===== src/rtl/bpsk_pkg.sv =====
// ============================================================================
// Module : bpsk_pkg
// Brief  : Shared BPSK receiver parameters and the sample type.
// Rev    : 1.0  initial release
// ============================================================================
`default_nettype none

package bpsk_pkg;

    localparam int SAMPLING_FREQ              = 100_000_000;
    localparam int CARRIER_FREQ               = 6_250_000;
    localparam int CARRIER_SAMPLES_PER_PERIOD = 64;
    localparam int SAMPLES_PER_SYMBOL         = 64;
    localparam int DATA_WIDTH                 = 16;

    localparam int STEP        = CARRIER_SAMPLES_PER_PERIOD / (SAMPLING_FREQ / CARRIER_FREQ);
    localparam int ANGLE_WIDTH = $clog2(CARRIER_SAMPLES_PER_PERIOD);

    typedef logic signed [DATA_WIDTH-1:0] sample_t;

endpackage

`default_nettype wire


===== src/rtl/cosine_lut.sv =====
// ============================================================================
// Module : cosine_lut
// Brief  : Combinational cosine ROM, 64 angles, Q1.15 amplitude 32767.
// Rev    : 1.0  initial release
// ============================================================================
`default_nettype none

module cosine_lut
    import bpsk_pkg::*;
#(
    parameter int READ_PORTS = 1
) (
    input  logic [ANGLE_WIDTH-1:0] in  [READ_PORTS],
    output sample_t                out [READ_PORTS]
);

    // First quadrant inclusive of 90 deg; round(cos(2*pi*i/64) * 32767)
    localparam sample_t QUARTER [17] = '{
        16'sd32767, 16'sd32609, 16'sd32137, 16'sd31356, 16'sd30273,
        16'sd28898, 16'sd27245, 16'sd25329, 16'sd23170, 16'sd20787,
        16'sd18204, 16'sd15446, 16'sd12539, 16'sd9512,  16'sd6393,
        16'sd3212,  16'sd0
    };

    function automatic sample_t cos_lookup(input logic [ANGLE_WIDTH-1:0] angle);
        logic [1:0] quad;
        logic [4:0] qi;
        sample_t    mag;
        quad = angle[5:4];
        qi   = quad[0] ? (5'd16 - {1'b0, angle[3:0]}) : {1'b0, angle[3:0]};
        mag  = QUARTER[qi];
        return (quad[0] ^ quad[1]) ? -mag : mag;
    endfunction

    for (genvar i = 0; i < READ_PORTS; i++) begin : g_port
        assign out[i] = cos_lookup(in[i]);
    end

endmodule

`default_nettype wire


===== src/rtl/bpsk_demodulator.sv =====
// ============================================================================
// Module : bpsk_demodulator
// Brief  : Coherent BPSK back end: LO mixer plus integrate-and-dump slicer.
// Rev    : 1.0  initial release
// ============================================================================
`default_nettype none

module bpsk_demodulator
    import bpsk_pkg::*;
#(
    parameter int INITIAL_PHASE = 0
) (
    input  logic    clk,
    input  logic    rst,
    input  sample_t data_in,
    output logic    data_out
);

    localparam int CNT_W  = $clog2(SAMPLES_PER_SYMBOL);
    localparam int PROD_W = 2 * DATA_WIDTH;
    localparam int ACC_W  = PROD_W + CNT_W;

    logic [ANGLE_WIDTH-1:0]    r_phase;
    logic signed [PROD_W-1:0]  r_prod;
    logic                      r_prod_valid;
    logic [CNT_W-1:0]          r_count;
    logic signed [ACC_W-1:0]   r_acc;
    logic signed [ACC_W-1:0]   w_sum;
    logic [ANGLE_WIDTH-1:0]    w_angle [1];
    sample_t                   w_cos   [1];

    assign w_angle[0] = r_phase;

    cosine_lut #(
        .READ_PORTS (1)
    ) u_cosine_lut (
        .in  (w_angle),
        .out (w_cos)
    );

    assign w_sum = r_acc + {{CNT_W{r_prod[PROD_W-1]}}, r_prod};

    // r_prod_valid keeps the reset-value product out of the first symbol
    always_ff @(posedge clk or negedge rst) begin
        if (!rst) begin
            r_phase      <= ANGLE_WIDTH'(INITIAL_PHASE);
            r_prod       <= '0;
            r_prod_valid <= 1'b0;
            r_count      <= '0;
            r_acc        <= '0;
            data_out     <= 1'b0;
        end else begin
            r_phase      <= r_phase + ANGLE_WIDTH'(STEP);
            r_prod       <= data_in * w_cos[0];
            r_prod_valid <= 1'b1;
            if (r_prod_valid) begin
                if (r_count == CNT_W'(SAMPLES_PER_SYMBOL - 1)) begin
                    r_count  <= '0;
                    r_acc    <= '0;
                    data_out <= !w_sum[ACC_W-1] && (w_sum != '0);
                end else begin
                    r_count  <= r_count + 1'b1;
                    r_acc    <= w_sum;
                end
            end
        end
    end

endmodule

`default_nettype wire


===== config.mk =====
export PLATFORM = sky130hd
export DESIGN_NAME = bpsk_demodulator
export DESIGN_NICKNAME = d
export VERILOG_FILES = /design/src/rtl/bpsk_pkg.sv /design/src/rtl/cosine_lut.sv /design/src/rtl/bpsk_demodulator.sv
export SDC_FILE = /design/constraint.sdc
export NUM_CORES = 1
export LEC_CHECK = 0
export CAP_MARGIN = 10
export CORE_ASPECT_RATIO = 1.1
export CORE_MARGIN = 10
export CORE_UTILIZATION = 40
export CTS_BUF_LIST = sky130_fd_sc_hd__clkbuf_4
export DETAILED_ROUTE_END_ITERATION = 10
export PLACE_DENSITY_LB_ADDON = 0.08
export RECOVER_POWER = 25
export SYNTH_ARGS = -nofsm -noshare
export SYNTH_HDL_FRONTEND = slang
export SYNTH_SLANG_ARGS = --single-unit

===== constraint.sdc =====
create_clock -name clk -period 14.2 [get_ports clk]
set_input_delay 2.84 -clock clk [delete_from_list [all_inputs] [get_ports clk]]
set_output_delay 2.84 -clock clk [all_outputs]
set_load 0.03 [all_outputs]

Word level (Yosys, flattened, before mapping)
Memory sizes are Yosys's and may differ from the RTL's.
Index checks and enable logic that the tools add are counted.
- memory bits (read-only): 512
- output and inout bits: 1
- bits in registers: 84
- logic and storage cells: 27
- bits of input ports: 18
- memories: 1
- memory list (name ; words ; width ; read ports ; clocked after memory_dff ; write ports ; RTL line ; source):
    (name not given) ; 32 ; 16 ; 1 ; 0 ; 0 ; cosine_lut.sv:31 ; mag = QUARTER[qi];
- add/subtract/negate cells: 5
- order comparisons: 1
- bitwise operators: 2
- multipliers: 1
- eq/ne operators: 1
- muxes and demuxes: 6
- reduce and logical (&&, ||, !) cells: 4
- operators with widths (kind ; count):
    2-to-1 mux 16 bit ; 3
    adder 38 bit ; 1
    2-to-1 mux 38 bit ; 1
    nonzero test 38 bit ; 1
    multiplier 16 x 16 -> 32 bit ; 1
    negation 16 bit ; 1
    adder 6 x 1 -> 6 bit (second input constant) ; 1
    adder 6 x 3 -> 6 bit (second input constant) ; 1
    equality test 6 bit (second input constant) ; 1
    greater-or-equal comparator 6 bit (second input constant) ; 1
    2-to-1 mux 6 bit ; 1
    inverter 5 -> 6 bit ; 1
    2-to-1 mux 5 bit ; 1
    subtractor 5 x 4 -> 5 bit (first input constant) ; 1
    AND reduction 2 bit ; 1
    logical AND 1 bit ; 1
    zero test 1 bit ; 1
    XOR 1 bit ; 1

Logic depth before layout (Yosys ltp)
Gate-level depths: netlist (run 1).
- depth after elaboration: 9
- mapped depth: 35
- gate-level depth less buffers: 33

Cells and area by module
Synthesis (run 1) repeated with hierarchy kept, for this count alone.
- cell total of the unflattened synthesis: 1779
- area, all modules: 15976.6 sq um
- modules (own cells, without submodules) (module ; sequential area each (sq um) ; area each (sq um) ; instances ; cells each):
    bpsk_demodulator ; 2052.0 ; 14736.6 ; 1 ; 1597
    cosine_lut ; 0.0 ; 1239.9 ; 1 ; 182

Worst setup path before layout (run 1)
No wires, ideal clock.
- kind: in2reg
- start point: input port data_in[9]
- end point: register r_prod[30]
- arrival: 8.504 ns
- library setup time: 0.135 ns
- cell stages on the path: 21
- required time: 14.065 ns
- buffers on the path: 1
- setup slack: 5.561 ns
- cell sequence: clkbuf_1 nand2_1 fa_1 fa_1 fa_1 fa_1 inv_1 fa_1 inv_1 fa_1 inv_1 ha_1 nand3_1 nor2_1 a21o_1 o311a_1 a311oi_1 o311ai_1 a31oi_1 o31ai_1 xor2_1
- cells in the longest elaborated chain, start to end: 1
- ends and longest elaborated chain (item ; RTL line ; source):
    start, declared ; bpsk_demodulator.sv:15 ; input sample_t data_in,
    multiplier 16 x 16 -> 32 bit ; bpsk_demodulator.sv:54 ; r_prod <= data_in * w_cos[0];
    end signal, assigned ; bpsk_demodulator.sv:54 ;
    end, declared ; bpsk_demodulator.sv:24 ; logic signed [PROD_W-1:0] r_prod;
Every way passes these cells.
A chain may end at the register's enable or synchronous reset.

Worst setup path in the final report (run 1)
Same ends and word-level chain as after synthesis.

==> results_dict.tcl, run 1 <==
set metrics [dict create \
    status "complete, but fails checks" \
    reg2reg_depth 32 \
    fin_setup_tns_ns 0 \
    max-clock-path-buffers 2 \
    dieArea_um2 45500 \
    tightestPinTransition_ns 4.14 \
    cp_max_fo 14 \
    core_um2 37000 \
    wl_mm 37.8 \
    skew_ns 0.0233 \
    synth-seq-cells 82 \
    cts_resized 0 \
    setup_viol 0 \
    hold_depth 1 \
    timing.fmax_ghz 0.108 \
    cts_root_buf "clkbuf_4" \
    synthFlopType "dfrtp_1" \
    grt_pass1_vias 11700 \
    via_per_inst 5.03 \
    start_util 0.404 \
    io_buffers 18 \
    post-route-util 0.428 \
    ir_drop_v 0.000112 \
    cellLeakagePower_uw 0.00795 \
    netlist.area_leader.share 0.352 \
    postCtsSetupBuffers 0 \
    yosys-top-cells-area "fa_1, dfrtp_1, ha_1" \
    post_synth_num_cell_types 82 \
    hold_violations 0 \
    dr.first_iter.drc_count 484 \
    syn_area_um2 15000 \
    synth-seq-area-share 0.137 \
    rsz0062_at_grt "false" \
    clk_pin_slew_ns 0.14 \
    required_ns 14.56 \
    startpoint_type "input pin" \
    io_pins 19 \
    postCtsHoldBufs 0 \
    powerDensity_nw_per_um2 203 \
    die_w_um 204 \
    post_route_cells_drive_above_1_share 0.0352 \
    vias 10600 \
    synth_edf_count 0 \
    grt_overflow 0 \
    antenna_found_initial 1 \
    place_congestion 0.876 \
    h-tree-depth 3 \
    grt_start_max_net_pins 58 \
    path_class "in2reg" \
    cts_buffers 9 \
    slew_headroom -1.79 \
    fin_area_um2 15800 \
    failed_checks "capacitance limit, slew limit" \
    grt_pass1_wl_mm 63.7 \
    slew_violations 58 \
    yosys_warnings 0 \
    syn2layout_area_growth_pct 5.95 \
    ant_nets 0 \
    num_rows 74 \
    async_reset_ff_frac 1.00 \
    layout_min_cycle_time_ns 9.22 \
    fin_nets 2023 \
    yosysTopAreaCell "fa_1" \
    synthesis.nets 2025 \
    postSynthAreaPerCell_um2 9.24 \
    hp-class "reg2reg" \
    cap_viol_max_count 2 \
    period_share 0.649 \
    hpwl_mm 31.2 \
    critPathArrivalTime_ns 9.58 \
    routedWlPerCell_um 17.8 \
    cts.sinks 82 \
    drt_first_pass_iters 6 \
    clkLatencyLatePin_ns 0.47 \
    netlist_instances 1618 \
    fillers 3746 \
    place_area_um2 15700 \
    die_h_um 223 \
    cts_tree "done" \
    track_usage 0.176 \
    drc 0 \
    critPathCaptureType "flop" \
]
[per-stage QoR]
step / hold WS [ns] / cells / total power (uW) / worst slack, ns
after floorplan: 0.459 / 1618 / 2510 / 5.56
after global placement: 0.475 / 2099 / 3070 / 4.52
after detailed placement: 0.478 / 2099 / 3080 / 4.42
after CTS: 0.513 / 2115 / 3250 / 4.96
after global routing: 0.522 / 2116 / 3640 / 4.63
final: 0.507 / 2116 / 3220 / 4.98
[kinds of logic after synthesis]
logic type               count (synthesis)  share of synthesized area
flip-flops                              82                      0.137
XOR/XNOR                                68                     0.0398
adder cells (fa/ha/maj)                389                      0.457
AO/OA/AOI/OAI                          251                      0.121
multiplexers                             3                    0.00201
buffers and inverters                  393                     0.0987
AND/OR/NAND/NOR                        431                      0.144
other                                    1                   0.000251
[state kept, by name, indices dropped and copies added, names as in the netlist]
name	count
r_prod_valid	1
data_out	1
r_phase	4
r_acc	38
r_count	6
r_prod	32
[final cells by class]
class                   count  area (um^2)  area share
flip-flops and latches     82         2050       0.129
diodes                      1         2.50    0.000158
repair buffers             33          283      0.0178
multi-input cells        1143        11400       0.722
inverters                 347         1300      0.0822
well taps                 494          618      0.0390
clock inverters             7         77.6     0.00490
clock buffers               9         67.6     0.00426
[cell usage in the layout (no fill, tap or decap), types with 3 or more instances in the layout]
cell | Yosys | final
inv_1 | 346 | 347
fa_1 | 263 | 263
nand2_1 | 169 | 169
ha_1 | 126 | 126
dfrtp_1 | 82 | 82
and2_1 | 79 | 79
nor2_1 | 59 | 58
a21oi_1 | 57 | 56
xnor2_1 | 46 | 46
o21ai_0 | 36 | 34
o2bb2ai_1 | 26 | 26
nor3_1 | 25 | 25
a21o_1 | 25 | 25
xor2_1 | 22 | 22
nor2b_1 | 21 | 21
clkdlybuf4s50_1 | 0 | 17
buf_4 | 0 | 14
nand3_1 | 13 | 13
or3_1 | 11 | 11
nand2b_1 | 10 | 10
nand4_1 | 10 | 10
and3_1 | 9 | 9
o21bai_1 | 9 | 9
clkbuf_4 | 0 | 9
a211o_1 | 8 | 8
o21a_1 | 8 | 8
a211oi_1 | 8 | 8
a31oi_1 | 7 | 7
o21ai_1 | 5 | 6
a22o_1 | 6 | 6
a32o_1 | 6 | 6
o211ai_1 | 5 | 5
or2_2 | 4 | 4
a311oi_1 | 4 | 4
o31ai_1 | 5 | 4
a211oi_2 | 3 | 3
mux2i_1 | 3 | 3
nor4_1 | 3 | 3
[final timing paths]
| check | end | from | slack (ns) |
|---|---|---|---|
| worst max register to register | r_prod[30] | r_phase[2] | 5.70 |
| min in group asynchronous | r_acc[4] | rst | 2.71 |
| max in group asynchronous | r_acc[25] | rst | 10.06 |
| worst min-delay path | r_acc[30] | r_acc[30] | 0.51 |
| worst max-delay path | r_prod[30] | data_in[9] | 4.98 |
| worst min register to register | r_acc[30] | r_acc[30] | 0.51 |
[critical path, stage by stage]
cell and delay (ns):
clkdlybuf4s50_1 0.77, nand2_1 0.21, fa_1 0.53, fa_1 0.57, fa_1 0.45, fa_1 0.55
inv_1 0.05, fa_1 0.53, inv_1 0.06, fa_1 0.52, inv_1 0.05, ha_1 0.36
nand3_1 0.18, nor2_1 0.07, a21o_1 0.20, o311a_1 0.39, a311oi_1 0.42, o311ai_1 0.17
a31oi_1 0.35, o31ai_1 0.14, xor2_1 0.15
[power by group]
part           leakage [uW]  internal, uW  switching (uW)
sequential         0.000985           368            68.2
combinational       0.00688          1130            1500
clock             0.0000790          55.5            87.7
total               0.00795          1560            1660
[Yosys cell counts (all sizes together), types with 3 or more instances]
master,n
a211o,8
a211oi,11
a21o,26
a21oi,58
a22o,6
a22oi,3
a311oi,4
a31oi,7
a32o,6
and2,79
and3,9
clkbuf,45
dfrtp,82
fa,263
ha,126
inv,347
mux2i,3
nand2,169
nand2b,10
nand3,14
nand4,10
nor2,59
nor2b,21
nor3,25
nor4,3
o2111a,3
o211ai,6
o21a,8
o21ai,43
o21bai,10
o2bb2ai,26
o31ai,5
or2,4
or3,12
xnor2,46
xor2,22
[layer usage]
| metal | vias up | part of all wire | global-route usage |
|---|---|---|---|
| met5 | - | 0 | 0 |
| met4 | 0 | 0.022 | 0.0471 |
| met3 | 41 | 0.027 | 0.0194 |
| met2 | 172 | 0.48 | 0.290 |
| met1 | 5316 | 0.47 | 0.241 |
| li1 | 5119 | - | - |
(Power assumes the default switching activity.)
==> inputs of run 2 (changes only) <==
- clock period: 14.2 -> 8.8 ns (I/O delays scaled with it)
==> run 2 against run 1 <==
Against the previous run: sequential share of layout area fell by 0.14 points; final area rose by 1.1%; register-to-register slack got worse by 5.0 ns; first-iteration DRC count rose by 6.4%; non-clock buffer count rose by 18; combinational power rose by 61%; routed wire length fell by 0.25%; total power rose by 63%; the run still ends with capacitance limit, slew limit left; count of clock-buffer cells in the layout rose by 1; highest routed layer unchanged; utilization rose by 0.47 points.
==> results_dict.tcl, run 2 (same netlist as run 1, synthesis figures left out) <==
set metrics [dict create \
    post-route-util 0.433 \
    h-tree-depth 3 \
    path_class "reg2reg" \
    layout_min_cycle_time_ns 8.13 \
    fin_nets 2041 \
    cellLeakagePower_uw 0.00806 \
    rsz0062_at_grt "false" \
    grt_start_max_net_pins 53 \
    max-clock-path-buffers 2 \
    cts_root_buf "clkbuf_4" \
    cts.sinks 82 \
    fin_setup_tns_ns 0 \
    hold_violations 0 \
    io_pins 19 \
    failed_checks "capacitance limit, slew limit" \
    startpoint_type "flop" \
    status "complete, but fails checks" \
    vias 10600 \
    ant_nets 0 \
    slowest_stage "fa_1" \
    cts_buffers 9 \
    track_usage 0.178 \
    core_um2 37000 \
    post_route_cells_drive_above_1_share 0.0464 \
    r2r_slack_ns 0.67 \
    die_w_um 204 \
    powerDensity_nw_per_um2 328 \
    top_regs "r_acc x38, r_prod x32, r_count x6" \
    hpwl_mm 31.9 \
    antenna_found_initial 1 \
    period_share 0.924 \
    dr.first_iter.drc_count 515 \
    die_h_um 223 \
    ir_drop_v 0.000158 \
    grt_pass1_vias 11900 \
    start_util 0.404 \
    slew_headroom -1.71 \
    timing.fmax_ghz 0.123 \
    io_buffers 18 \
    hp-class "reg2reg" \
    layout_commonest_cell "inv_1" \
    path_delay_family "adder cells" \
    cap_viol_max_count 2 \
    clk_pin_slew_ns 0.13 \
    wl_mm 37.7 \
    place_congestion 0.879 \
    grt_pass1_wl_mm 64.6 \
    dieArea_um2 45500 \
    syn2layout_area_growth_pct 7.11 \
    drc 0 \
    regMostFlops "r_acc" \
    critPathArrivalTime_ns 8.52 \
    setup_viol 0 \
    via_per_inst 4.97 \
    routedWlPerCell_um 17.7 \
    cts_tree "done" \
    grt_overflow 0 \
    skew_ns 0.0185 \
    num_rows 74 \
    tightestPinTransition_ns 4.03 \
    most-common-layout-cells "inv_1, fa_1, nand2_1" \
    critPathMaxStageDelay_ns 0.55 \
    largest_reg_flops 38 \
    clkLatencyLatePin_ns 0.47 \
    slew_violations 64 \
    cp_max_fo 8 \
    required_ns 9.19 \
    crit_buf_inv 7 \
    p_total_uw 5250 \
    drt_first_pass_iters 5 \
    critPathCaptureType "flop" \
]
run 2: cell types whose count changed in the layout (fill, tap and decap cells not counted), moves of 2 or more:
| cell | previous run | this run |
|---|---|---|
| clkinv_4 | 2 | 0 |
| o21ai_1 | 6 | 8 |
| bufinv_16 | 1 | 3 |
| buf_4 | 14 | 33 |
| inv_8 | 2 | 0 |
run 2: path summary, 6_finish.rpt:
path                                 start  cells past startpoint    endpoint
worst max-delay path            r_phase[2]                     31  r_prod[31]
worst min-delay path             r_acc[12]                      1   r_acc[12]
worst max register to register  r_phase[2]                     31  r_prod[31]
worst min register to register   r_acc[12]                      1   r_acc[12]
max in group asynchronous              rst                      2   r_acc[30]
min in group asynchronous              rst                      1    r_acc[4]
run 2: repair_timing:
| action | in CTS | in global routing |
|---|---|---|
| endpoints found under the setup margin | 0 | 4 |
| setup buffers | 0 | 0 |
| gates resized for setup | 0 | 3 |
| hold buffers | 0 | 0 |
run 2: layer usage:
metal	part of all wire	global-route usage	routed length [um]	vias up
met5	0	0	0	-
met4	0.0092	0.0339	345	0
met3	0.028	0.0221	1070	25
met2	0.48	0.292	18000	130
met1	0.49	0.248	18300	5297
li1	-	-	-	5158
run 2: report_power, final:
| part | internal (uW) | switching (uW) | total (uW) |
|---|---|---|---|
| clock network | 146 | 138 | 283 |
| logic | 1840 | 2420 | 4260 |
| registers | 594 | 110 | 704 |
| total | 2580 | 2670 | 5250 |
run 2: final cells by class:
cell class | instances | area (um^2)
Antenna cell | 1 | 2.50
Inverter | 347 | 1300
Tap cell | 494 | 618
Clock inverter | 5 | 103
Sequential cell | 82 | 2050
Timing Repair Buffer | 51 | 422
Multi-Input combinational cell | 1143 | 11400
Fill cell | 3749 | 21000
Clock buffer | 10 | 75.1
run 2: stage by stage:
stage	setup WS (ns)	cell area, um^2	cells	hold WS (ns)
6_report	0.667	16000	2133	0.503
5_1_grt	0.0408	16000	2133	0.530
4_1_cts	0.388	16000	2132	0.511
3_5_place_dp	0.339	15800	2117	0.481
3_3_place_gp	0.395	15800	2117	0.475
2_1_floorplan	1.16	15000	1618	0.459
